<file path="config.mk">
export PLATFORM = sky130hd
export DESIGN_NAME = spi_param_decoder
export DESIGN_NICKNAME = d
export VERILOG_FILES = /design/src/rtl/dds_cfg_pkg.sv /design/src/rtl/spi_param_decoder.sv
export SDC_FILE = /design/constraint.sdc
export NUM_CORES = 1
export LEC_CHECK = 0
export BUFFER_PORTS_ARGS = -buffer_cell sky130_fd_sc_hd__buf_2
export CAP_MARGIN = 20
export CELL_PAD_IN_SITES_DETAIL_PLACEMENT = 1
export CELL_PAD_IN_SITES_GLOBAL_PLACEMENT = 1
export CORE_MARGIN = 2
export CORE_UTILIZATION = 43
export CTS_CLUSTER_DIAMETER = 150
export DETAILED_ROUTE_END_ITERATION = 7
export GPL_TIMING_DRIVEN = 0
export PLACE_DENSITY = 0.8
export SETUP_SLACK_MARGIN = 0.15
export SYNTH_ARGS = -nofsm -noshare
export SYNTH_HDL_FRONTEND = slang
export SYNTH_SLANG_ARGS = --single-unit
</file>
<file path="constraint.sdc">
create_clock -name clk -period 1.65 [get_ports clk]
set_input_delay 0.2475 -clock clk [delete_from_list [all_inputs] [get_ports clk]]
set_output_delay 0.2475 -clock clk [all_outputs]
set_load 0.05 [all_outputs]
</file>
<file path="src/rtl/dds_cfg_pkg.sv">
// Shared DDS configuration definitions: command codes, payload lengths,
// decoder FSM states and parameter register widths.
package dds_cfg_pkg;
  localparam int FREQ_W = 24;
  localparam int WAVE_W = 8;
  localparam int AMP_W  = 16;

  localparam logic [7:0] CMD_FREQ   = 8'h01;
  localparam logic [7:0] CMD_WAVE   = 8'h02;
  localparam logic [7:0] CMD_AMP    = 8'h03;
  localparam logic [7:0] CMD_COMMIT = 8'h0F;

  localparam logic [1:0] LEN_FREQ   = 2'd3;
  localparam logic [1:0] LEN_WAVE   = 2'd1;
  localparam logic [1:0] LEN_AMP    = 2'd2;
  localparam logic [1:0] LEN_COMMIT = 2'd0;

  typedef enum logic [2:0] {
    ST_IDLE, ST_CMD, ST_PAYLOAD, ST_CHECK, ST_APPLY, ST_DISCARD
  } dec_state_t;

  function automatic logic cmd_known(input logic [7:0] c);
    return (c == CMD_FREQ) || (c == CMD_WAVE) || (c == CMD_AMP) || (c == CMD_COMMIT);
  endfunction

  function automatic logic [1:0] cmd_len(input logic [7:0] c);
    case (c)
      CMD_FREQ: return LEN_FREQ;
      CMD_WAVE: return LEN_WAVE;
      CMD_AMP:  return LEN_AMP;
      default:  return LEN_COMMIT;
    endcase
  endfunction

  function automatic logic [7:0] sat_inc(input logic [7:0] v);
    return (v == 8'hFF) ? v : v + 8'd1;
  endfunction
endpackage

</file>
<file path="src/rtl/spi_param_decoder.sv">
// Assembles SPI command frames into shadow registers; COMMIT copies shadows
// to the DDS parameter outputs in one cycle so the DDS never sees a mix.
module spi_param_decoder
  import dds_cfg_pkg::*;
#(
  parameter logic [FREQ_W-1:0] FREQ_RST     = 24'h000100,
  parameter logic [WAVE_W-1:0] WAVE_RST     = 8'h00,
  parameter logic [AMP_W-1:0]  AMP_RST      = 16'hFFFF,
  parameter bit                USE_CHECKSUM = 1'b1
) (
  input  logic              clk,
  input  logic              rst_n,
  input  logic              ss_active,
  input  logic              rx_valid,
  input  logic [7:0]        rx_byte,
  output logic [FREQ_W-1:0] freq_reg,
  output logic [WAVE_W-1:0] wave_reg,
  output logic [AMP_W-1:0]  amp_reg,
  output logic              param_ok,
  output logic [7:0]        tx_byte,
  output logic [7:0]        err_cnt
);
  dec_state_t        state;
  logic [7:0]        cmd, chk;
  logic [1:0]        cnt;
  logic [FREQ_W-1:0] shift;
  logic [FREQ_W-1:0] shadow_freq;
  logic [WAVE_W-1:0] shadow_wave;
  logic [AMP_W-1:0]  shadow_amp;
  logic              dirty;
  logic [3:0]        last_cmd;

  localparam dec_state_t ST_AFTER_PAYLOAD = USE_CHECKSUM ? ST_CHECK : ST_APPLY;

  assign tx_byte = {dirty, err_cnt != 8'h00, 2'b00, last_cmd};

  always_ff @(posedge clk or negedge rst_n) begin
    if (!rst_n) begin
      state       <= ST_IDLE;
      cmd         <= 8'h00;
      chk         <= 8'h00;
      cnt         <= 2'd0;
      shift       <= '0;
      shadow_freq <= FREQ_RST;
      shadow_wave <= WAVE_RST;
      shadow_amp  <= AMP_RST;
      freq_reg    <= FREQ_RST;
      wave_reg    <= WAVE_RST;
      amp_reg     <= AMP_RST;
      param_ok    <= 1'b0;
      dirty       <= 1'b0;
      last_cmd    <= 4'h0;
      err_cnt     <= 8'h00;
    end else begin
      param_ok <= 1'b0;
      // APPLY completes even if the master deselects in the same cycle
      if (state == ST_APPLY) begin
        case (cmd)
          CMD_FREQ: begin shadow_freq <= shift;                 dirty <= 1'b1; end
          CMD_WAVE: begin shadow_wave <= shift[WAVE_W-1:0];     dirty <= 1'b1; end
          CMD_AMP:  begin shadow_amp  <= shift[AMP_W-1:0];      dirty <= 1'b1; end
          default: begin
            freq_reg <= shadow_freq;
            wave_reg <= shadow_wave;
            amp_reg  <= shadow_amp;
            dirty    <= 1'b0;
            param_ok <= 1'b1;
          end
        endcase
        last_cmd <= cmd[3:0];
        state    <= ss_active ? ST_DISCARD : ST_IDLE;
      end else if (!ss_active) begin
        // deselect beats any byte strobe in the same cycle
        if (state == ST_PAYLOAD || state == ST_CHECK) err_cnt <= sat_inc(err_cnt);
        state <= ST_IDLE;
      end else begin
        case (state)
          ST_IDLE: state <= ST_CMD;
          ST_CMD: if (rx_valid) begin
            if (cmd_known(rx_byte)) begin
              cmd   <= rx_byte;
              cnt   <= cmd_len(rx_byte);
              shift <= '0;
              chk   <= rx_byte;
              state <= (cmd_len(rx_byte) != 2'd0) ? ST_PAYLOAD : ST_AFTER_PAYLOAD;
            end else begin
              err_cnt <= sat_inc(err_cnt);
              state   <= ST_DISCARD;
            end
          end
          ST_PAYLOAD: if (rx_valid) begin
            shift <= {shift[FREQ_W-9:0], rx_byte};
            chk   <= chk ^ rx_byte;
            cnt   <= cnt - 2'd1;
            if (cnt == 2'd1) state <= ST_AFTER_PAYLOAD;
          end
          ST_CHECK: if (rx_valid) begin
            if (rx_byte == chk) state <= ST_APPLY;
            else begin
              err_cnt <= sat_inc(err_cnt);
              state   <= ST_DISCARD;
            end
          end
          ST_DISCARD: state <= ST_DISCARD;
          default:    state <= ST_IDLE;
        endcase
      end
    end
  end
endmodule
</file>
==> results_dict.tcl, run 1 <==
set metrics [dict create \
    status "finished, violations left" \
    violations "negative setup slack" \
    initial_utilization_pct 44.1 \
    slew_violations 0 \
    crit_path_start_kind "register" \
    dominantRegCellSynth "sky130_fd_sc_hd__dfrtp_1" \
    antenna_cells 0 \
    synth_largest_type_area_fraction_pct 47.1 \
    ratio_of_final_minimum_period_to_clock_period_pct 119 \
    max_slew_margin_pct 62.6 \
    chip_height_um 126 \
    crit_type "register to register" \
    io_buffer_count 71 \
    cts_tree "built" \
    post_synth_inst_count 458 \
    gr-usage-met3_pct 4.30 \
    static-leakage-power_nw 4.56 \
    worstPathArrival_ns 2.27 \
    worstSetupEndpointType "register" \
    clockBufferDepth 2 \
    cts_buffers 17 \
    grt.busiest_layer "met2" \
    synth.yosys.seq_area_share_pct 61.0 \
    dieWidth_um 126 \
    synth-edff-count 0 \
    synth_area_per_cell_sq_um 14.0 \
    worst_ep_required_time_ns 1.96 \
    cts-htree-levels 4 \
    drc_errors 0 \
    finalHoldWorstSlack_ns 0.113 \
    power_frac_seq_pct 34.6 \
    vdd.ir_drop.worst_mv 0.953 \
    yosys_warnings 0 \
    num_rows 44 \
    synth.largest_area_cell "sky130_fd_sc_hd__dfrtp_1" \
    clk_latency_ns 0.43 \
    floorplan.die_area_sq_um 16000 \
    top_level_ports 77 \
    layout-drive-gt1-share_pct 66.9 \
    slowest_delay_ns 0.39 \
    routed_wl_um 20700 \
    synth_area_sq_um 6430 \
    tns_ns -27.11 \
    cell_breakdown_of_the_critical_path "nor4_2, nand2_1, nor3_4, buf_6, nand2_4, nor2_4, buf_12, mux2_4" \
    number_of_global_route_vias_before_repair 5155 \
    hp-class "input port to register" \
    globalRouteOverflowTotal 0 \
    synth_cell_types 54 \
    switching_share_pct 30.8 \
    fin_nets 639 \
    global_route.usage.met1_pct 28.7 \
    vias 4584 \
    final-hold-violation-count 0 \
    core_area_sq_um 14600 \
    final.min_clock_period_ns 1.96 \
    final_setup_margin_ns -0.308 \
    crit_slowest_cell "sky130_fd_sc_hd__dfrtp_1" \
    dp.final_hpwl_um 10400 \
    cp_max_fo 8 \
    synthMostInstantiatedCell "sky130_fd_sc_hd__dfrtp_1" \
    setup_violations 141 \
    placedInstanceArea_sq_um 7360 \
    tritoncts_num_sinks 155 \
    clk_pin_slew_ns 0.07 \
    wire_per_inst_um 25.2 \
    crit_family "simple AND/OR/NAND/NOR gates" \
    clkPwrFrac_pct 35.2 \
    largest_net_degree_at_the_start_of_global_routing 96 \
    worstMarginPinSlew_ns 0.560 \
    grt_pass1_wl_um 29700 \
    synth.ff_latch_count 155 \
    synth.cells.most_frequent "sky130_fd_sc_hd__dfrtp_1 (121), sky130_fd_sc_hd__mux2_2 (100), sky130_fd_sc_hd__dfstp_2 (34)" \
    ys_top_cells_by_area "sky130_fd_sc_hd__dfrtp_1 (47%), sky130_fd_sc_hd__mux2_2 (18%), sky130_fd_sc_hd__dfstp_2 (14%)" \
    drt_pre_antenna_iters 4 \
    number_of_antenna_violations_at_the_first_check_in_global_routing 0 \
    grt_setup_unrepaired "true" \
    global_placer_s_final_weighted_congestion 0.795 \
    drtAntennaViolNets 0 \
    global_route.usage.total_pct 24.5 \
    post_drt_via_cell_ratio 5.58 \
    max-cap-violations 0 \
    async_flop_share_pct 100 \
    buffers_inverters_on_critical_path 2 \
    clock_root_buffer "sky130_fd_sc_hd__clkbuf_16" \
    area_growth_pct 45.7 \
    met2_usage_pct 44.8 \
    cell_internal_pwr_mw 8.48 \
    drt_iter0_drc 199 \
    power_frac_comb_pct 30.1 \
    max_freq_mhz 511 \
    power_switching_mw 3.78 \
    power_density_nw_per_um2 1310 \
    finClkSkew_ns 0.00834 \
    post-route-util_pct 64.2 \
    final_area_sq_um 9370 \
]
## power groups by stage
stage | Sequential (mW) | Combinational (mW) | Clock, mW
floorplan | 4.68 | 1.17 | 0
global placement | 4.30 | 1.98 | 0
detailed placement | 4.33 | 2.06 | 0
CTS | 4.21 | 2.96 | 4.33
global route | 4.27 | 3.83 | 4.51
finish | 4.25 | 3.69 | 4.32
## routing by layer
layer / routed length, um / vias to the layer above
met3: 784 / 53
met4: 662 / 0
met5: 0 / -
met2: 11200 / 135
li1: - / 1961
met1: 8070 / 2435
## repair_timing
action,CTS,global route
setup buffers,45,15
hold buffers,1,0
cloned,7,6
resized for setup,104,77
setup endpoints to repair,151,158
hold endpoints to repair,42,0
pin swaps,44,32
## per-stage QoR
step                      worst slack, ns  total power [mW]  cells
after CTS                          -0.197              11.5    800
after global placement              -2.06              6.28    714
after detailed placement           -0.369              6.38    715
after floorplan                    -0.186              5.85    459
after global routing               -0.360              12.6    821
final                              -0.308              12.3    821
## worst register-to-register path, delay by kind of cell (launching register included)
family                 cells  cell delay (ns)
buffers and inverters      2             0.29
muxes                      1             0.32
and+or+nand+nor            5             0.85
DFF                        1             0.39
## worst paths after layout
kind	startpoint	to	slack [ns]	depth (start not counted)
hold / removal	rx_byte[1]	shift[1]	0.11	3
max in group asynchronous	rst_n	err_cnt[4]	0.38	3
setup reg to reg	cmd[5]	shadow_wave[0]	-0.31	8
hold reg to reg	shift[18]	shift[18]	0.51	1
min in group asynchronous	rst_n	param_ok	0.37	2
setup / recovery	cmd[5]	shadow_wave[0]	-0.31	8
## cell type report
cell class / count / area (sq um)
inverters: 4 / 15.0
fillers: 1320 / 5220
clock inverters: 9 / 161
repair buffers: 145 / 1250
multi-input cells: 272 / 2920
flip-flops and latches: 155 / 3930
plain buffers: 29 / 372
clock buffers: 23 / 488
well taps: 184 / 230
## kinds of logic after synthesis
logic type	after synthesis	share of synthesized area, %
xor+xnor	16	2.18
buf+inv	33	3.36
other cells	1	0.0583
simple gates	82	7.49
fa+ha+maj	3	0.584
mux	104	18.4
compound gates	64	6.92
flops	155	61.0
## placed cells by master (no fill, tap or decap), drive strengths merged, types with 4 or more instances in the layout
cell type,instances
buf,161
dfrtp,121
mux2,104
clkbuf,35
dfstp,34
nand2,21
a22o,18
nor2,17
a21oi,15
o21ai,15
nand3,11
xor2,9
xnor2,7
and2,6
nand4,5
inv,5
bufinv,4
nor3,4
(Power assumes the default switching activity.)
==> run 2: changes to the inputs <==
Settings changed: ABC_AREA set to 0.
Clock period 1.65 ns to 1.8 ns, I/O delays scaled along.
==> results_dict.tcl, run 2 (synthesis results as in run 1) <==
set metrics [dict create \
    place_worst_setup_slack_ns -0.273 \
    drt_pre_antenna_iters 4 \
    max_freq_mhz 500 \
    worstPathArrival_ns 2.31 \
    drt_iter0_drc 183 \
    buffers_inverters_on_critical_path 2 \
    globalRouteOverflowTotal 0 \
    final-hold-violation-count 0 \
    seqCellArea_sq_um 3930 \
    clk_pin_slew_ns 0.06 \
    cp_max_fo 8 \
    slew_violations 0 \
    crit_slowest_cell "sky130_fd_sc_hd__dfrtp_1" \
    io_buffer_count 71 \
    final_setup_margin_ns -0.200 \
    grt_pass1_wl_um 28400 \
    nFillCells 1375 \
    hp-class "input port to register" \
    slowest_delay_ns 0.40 \
    clk_latency_ns 0.43 \
    crit_path_start_kind "register" \
    grt.busiest_layer "met2" \
    gr-usage-met3_pct 4.85 \
    chip_height_um 126 \
    number_of_antenna_violations_at_the_first_check_in_global_routing 0 \
    dieWidth_um 126 \
    layout.cells.most_common "sky130_fd_sc_hd__dfrtp_1" \
    placedInstanceArea_sq_um 7110 \
    setup_violations 96 \
    post-route-util_pct 60.9 \
    floorplan.die_area_sq_um 16000 \
    multiInputGateArea_sq_um 2650 \
    top_level_ports 77 \
    vdd.ir_drop.worst_mv 1.00 \
    final.min_clock_period_ns 2.00 \
    num_rows 44 \
    power_density_nw_per_um2 1200 \
    cts_buffers 17 \
    cts-htree-levels 4 \
    vias 4540 \
    dp.final_hpwl_um 9910 \
    finClkSkew_ns 0.0117 \
    static-leakage-power_nw 4.41 \
    area_growth_pct 38.1 \
    clockBufferDepth 2 \
    routed_wl_um 20100 \
    global_route.usage.total_pct 23.5 \
    largest_net_degree_at_the_start_of_global_routing 92 \
    ratio_of_final_minimum_period_to_clock_period_pct 111 \
    worstMarginPinSlew_ns 0.608 \
    worst_ep_required_time_ns 2.11 \
    number_of_global_route_vias_before_repair 4776 \
    met2_usage_pct 41.8 \
    worstSetupEndpointType "register" \
    crit_family "simple AND/OR/NAND/NOR gates" \
    mostFrequentLayoutCells "sky130_fd_sc_hd__dfrtp_1 (115), sky130_fd_sc_hd__mux2_2 (92), sky130_fd_sc_hd__buf_2 (72)" \
    crit_type "register to register" \
    tritoncts_num_sinks 155 \
    fin_nets 625 \
    global_route.usage.met1_pct 28.4 \
    cell_breakdown_of_the_critical_path "nor4_2, nand2_1, nor3_4, buf_6, nand2_4, nor2_4, buf_12, mux2_4" \
    wire_per_inst_um 24.9 \
    drtAntennaViolNets 0 \
    core_area_sq_um 14600 \
    antenna_cells 0 \
    layout-drive-gt1-share_pct 62.9 \
    final_area_sq_um 8880 \
    grt_setup_unrepaired "true" \
    finalHoldWorstSlack_ns 0.172 \
    cts_tree "built" \
    max_slew_margin_pct 59.5 \
    status "finished, violations left" \
    max-cap-violations 0 \
    post_drt_via_cell_ratio 5.63 \
    global_placer_s_final_weighted_congestion 0.773 \
    initial_utilization_pct 44.1 \
    drc_errors 0 \
    violations "negative setup slack" \
    total_power_consumption_of_the_routed_design_mw 10.6 \
    clock_root_buffer "sky130_fd_sc_hd__clkbuf_16" \
]
run 2: cell count changes in the layout (fill, tap and decap cells not counted), moves of 6 or more:
cell,previous run,this run
sky130_fd_sc_hd__o21ai_1,8,1
sky130_fd_sc_hd__o21ai_0,2,8
sky130_fd_sc_hd__nand3_1,2,8
sky130_fd_sc_hd__buf_6,36,25
sky130_fd_sc_hd__mux2_2,44,92
sky130_fd_sc_hd__buf_2,62,72
sky130_fd_sc_hd__mux2_4,60,12
run 2: layout make-up:
| type | instances | area share, % |
|---|---|---|
| clock inverters | 11 | 2.16 |
| well taps | 184 | 2.59 |
| clock buffers | 21 | 5.07 |
| flip-flops and latches | 155 | 44.2 |
| inverters | 4 | 0.169 |
| plain buffers | 29 | 4.09 |
| multi-input cells | 272 | 29.8 |
| repair buffers | 131 | 11.9 |
run 2: timing repair:
action	4_1_cts	5_1_grt
endpoints found under the hold margin	45	0
cloned	4	7
pin swaps	21	22
setup endpoints to repair	148	146
setup buffers	28	20
hold buffers	1	0
gates resized for setup	71	72
run 2: worst paths after layout:
| kind | start | to | slack [ns] | depth (start not counted) |
|---|---|---|---|---|
| max in group asynchronous | rst_n | shadow_amp[6] | 0.52 | 3 |
| hold reg to reg | wave_reg[3] | wave_reg[3] | 0.50 | 1 |
| setup / recovery | cmd[6] | shadow_wave[0] | -0.20 | 8 |
| setup reg to reg | cmd[6] | shadow_wave[0] | -0.20 | 8 |
| hold / removal | rx_byte[1] | shift[1] | 0.17 | 3 |
| min in group asynchronous | rst_n | freq_reg[6] | 0.39 | 2 |
run 2: per-layer routing:
| layer | share of wire (%) | vias up | wire (um) |
|---|---|---|---|
| li1 | - | 1942 | - |
| met1 | 39 | 2381 | 7770 |
| met2 | 53 | 162 | 10700 |
| met3 | 4.8 | 55 | 955 |
| met4 | 3.4 | 0 | 692 |
| met5 | 0 | - | 0 |
run 2: power breakdown:
part / switching, mW / internal, mW / total (mW)
Clock: 1.47 / 2.50 / 3.97
Combinational: 1.50 / 1.24 / 2.74
Sequential: 0.201 / 3.70 / 3.90
run 2: metrics by stage:
stage               setup TNS (ns)  std cells
detailed placement          -16.14        715
global route                -19.17        807
CTS                          -3.56        780
floorplan                   -0.131        459
finish                      -11.40        807
global placement           -243.05        714
run 2: tightest hold or removal path, stage by stage:
cell	delay, ns
sky130_fd_sc_hd__buf_6	0.13
sky130_fd_sc_hd__nand2_1	0.08
sky130_fd_sc_hd__o21ai_2	0.07
==> run 3: changes to the inputs <==
Settings changed: CORE_UTILIZATION 43 to 40, PLACE_DENSITY 0.8 to 0.76, SKIP_CTS_REPAIR_TIMING set to 1.
==> results_dict.tcl, run 3 (synthesis results as in run 1) <==
set metrics [dict create \
    hp-class "input port to register" \
    origin_of_the_worst_min_delay_path "rx_byte[1]" \
    globalRouteOverflowTotal 0 \
    stdcell_count 827 \
    cts-htree-levels 4 \
    drc_errors 0 \
    fin_nets 613 \
    power_frac_comb_pct 25.4 \
    crit_top_cell "sky130_fd_sc_hd__buf_6" \
    grt_setup_unrepaired "true" \
    cell_breakdown_of_the_critical_path "nor4_2, nand2_1, nor3_4, buf_6, nand2_4, nor2_4, buf_6, mux2_4" \
    layout-drive-gt1-share_pct 62.8 \
    max_slew_margin_pct 52.5 \
    chip_height_um 131 \
    global_placer_s_final_weighted_congestion 0.770 \
    largest_net_degree_at_the_start_of_global_routing 80 \
    total_power_consumption_of_the_routed_design_mw 9.97 \
    io_buffer_count 71 \
    wire_per_inst_um 20.4 \
    rr_startpoint "cmd[6]" \
    worstPathArrival_ns 2.32 \
    crit_slowest_cell "sky130_fd_sc_hd__dfrtp_1" \
    reg2reg_depth 8 \
    dp.final_hpwl_um 9940 \
    number_of_antenna_violations_at_the_first_check_in_global_routing 0 \
    floorplan.die_area_sq_um 17100 \
    vdd.ir_drop.worst_mv 0.871 \
    buffers_inverters_on_critical_path 2 \
    max_freq_mhz 498 \
    mostFrequentLayoutCells "sky130_fd_sc_hd__dfrtp_1 (115), sky130_fd_sc_hd__mux2_2 (92), sky130_fd_sc_hd__buf_2 (71)" \
    finalHoldWorstSlack_ns 0.126 \
    reg2reg_setup_slack_ns -0.21 \
    final.min_clock_period_ns 2.01 \
    area_growth_pct 33.7 \
    whs_endpoint "shift[1]" \
    clockBufferDepth 2 \
    slowest_delay_ns 0.40 \
    place_worst_setup_slack_ns -0.309 \
    nFillCells 1556 \
    status "finished, violations left" \
    setup_violations 98 \
    clkPwrFrac_pct 35.3 \
    clk_latency_ns 0.43 \
    violations "negative setup slack" \
    ratio_of_final_minimum_period_to_clock_period_pct 112 \
    drt_iter0_drc 161 \
    crit_type "register to register" \
    finClkSkew_ns 0.0106 \
    number_of_global_route_vias_before_repair 4262 \
    top_level_ports 77 \
    clock_root_buffer "sky130_fd_sc_hd__clkbuf_16" \
    crit-reg2reg-capture "shadow_wave[2]" \
    cts_tree "built" \
    grt_pass1_wl_um 23000 \
    worstSetupEndpointType "register" \
    worstMarginPinSlew_ns 0.712 \
    worst_ep_required_time_ns 2.11 \
    clk_pin_slew_ns 0.07 \
    power_density_nw_per_um2 1160 \
    slew_violations 0 \
    crit_path_start_kind "register" \
    tritoncts_num_sinks 155 \
    switching_share_pct 31.3 \
    initial_utilization_pct 40.6 \
    power_switching_mw 3.12 \
    crit_family "simple AND/OR/NAND/NOR gates" \
    critical_path_depth 8 \
    cell_total_after_placement 747 \
    core_area_sq_um 15800 \
    dieWidth_um 131 \
    holdPathStages 3 \
    post_drt_via_cell_ratio 5.16 \
    antenna_cells 0 \
    cell_internal_pwr_mw 6.85 \
    cp_max_fo 5 \
    vias 4267 \
    layout.cells.most_common "sky130_fd_sc_hd__dfrtp_1" \
    num_rows 46 \
    final_setup_margin_ns -0.209 \
    final-hold-violation-count 0 \
    routed_wl_um 16900 \
    drt_pre_antenna_iters 4 \
    power_frac_seq_pct 39.3 \
    drtAntennaViolNets 0 \
    max-cap-violations 0 \
    cts_buffers 17 \
    static-leakage-power_nw 4.23 \
    global_route.usage.total_pct 18.0 \
]
[run 3: cell types whose count changed in the layout (fill, tap and decap cells not counted), sizes merged]
cell / previous run / this run
buf: 149 / 139
bufbuf: 2 / 0
bufinv: 5 / 1
clkbuf: 29 / 27
clkinv: 2 / 5
clkinvlp: 3 / 2
inv: 5 / 9
[run 3: layer usage]
metal	global-route usage [%]	vias up	part of all wire (%)
li1	-	1918	-
met1	21.9	2243	41
met2	31.3	91	54
met3	4.36	15	3.8
met4	6.20	0	1.2
met5	0	-	0
[run 3: worst reg2reg max path, delay by kind of cell, from the launching register on]
family	cells	cell delay [ns]
buf+inv	2	0.29
flops	1	0.40
mux	1	0.31
simple gates	5	0.91
[run 3: stage by stage]
step	utilization, %	cell area [sq um]	TNS, ns
finish	54.3	8600	-10.72
global route	54.3	8600	-18.55
CTS	48.9	7740	-18.63
detailed placement	45.2	7150	-17.12
global placement	45.0	7120	-249.69
floorplan	-	6490	-0.131
[run 3: cell type report]
| class | count | area [sq um] | share of cell area, % |
|---|---|---|---|
| Tap cell | 216 | 270 | 3.14 |
| Timing Repair Buffer | 119 | 851 | 9.89 |
| Buffer | 29 | 339 | 3.94 |
| Clock inverter | 13 | 134 | 1.56 |
| Sequential cell | 155 | 3930 | 45.7 |
| Clock buffer | 19 | 453 | 5.27 |
| Multi-Input combinational cell | 272 | 2610 | 30.3 |
| Inverter | 4 | 15.0 | 0.175 |
[run 3: power by group through the flow]
stage / registers (mW) / logic [mW] / clock network (mW)
3_3_place_gp: 3.96 / 1.61 / 0
6_report: 3.92 / 2.54 / 3.52
4_1_cts: 3.92 / 1.68 / 3.57
2_1_floorplan: 4.29 / 0.884 / 0
3_5_place_dp: 3.98 / 1.67 / 0
5_1_grt: 3.94 / 2.69 / 3.72
[run 3: worst max path at each step]
| stage | start | to |
|---|---|---|
| after detailed placement | state[2] | chk[7] |
| after global placement | rst_n | err_cnt[5] |
| after CTS | cmd[5] | shadow_wave[0] |
| after global routing | cmd[6] | shadow_wave[6] |
| final | cmd[6] | shadow_wave[2] |
| after floorplan | err_cnt[4] | err_cnt[7] |
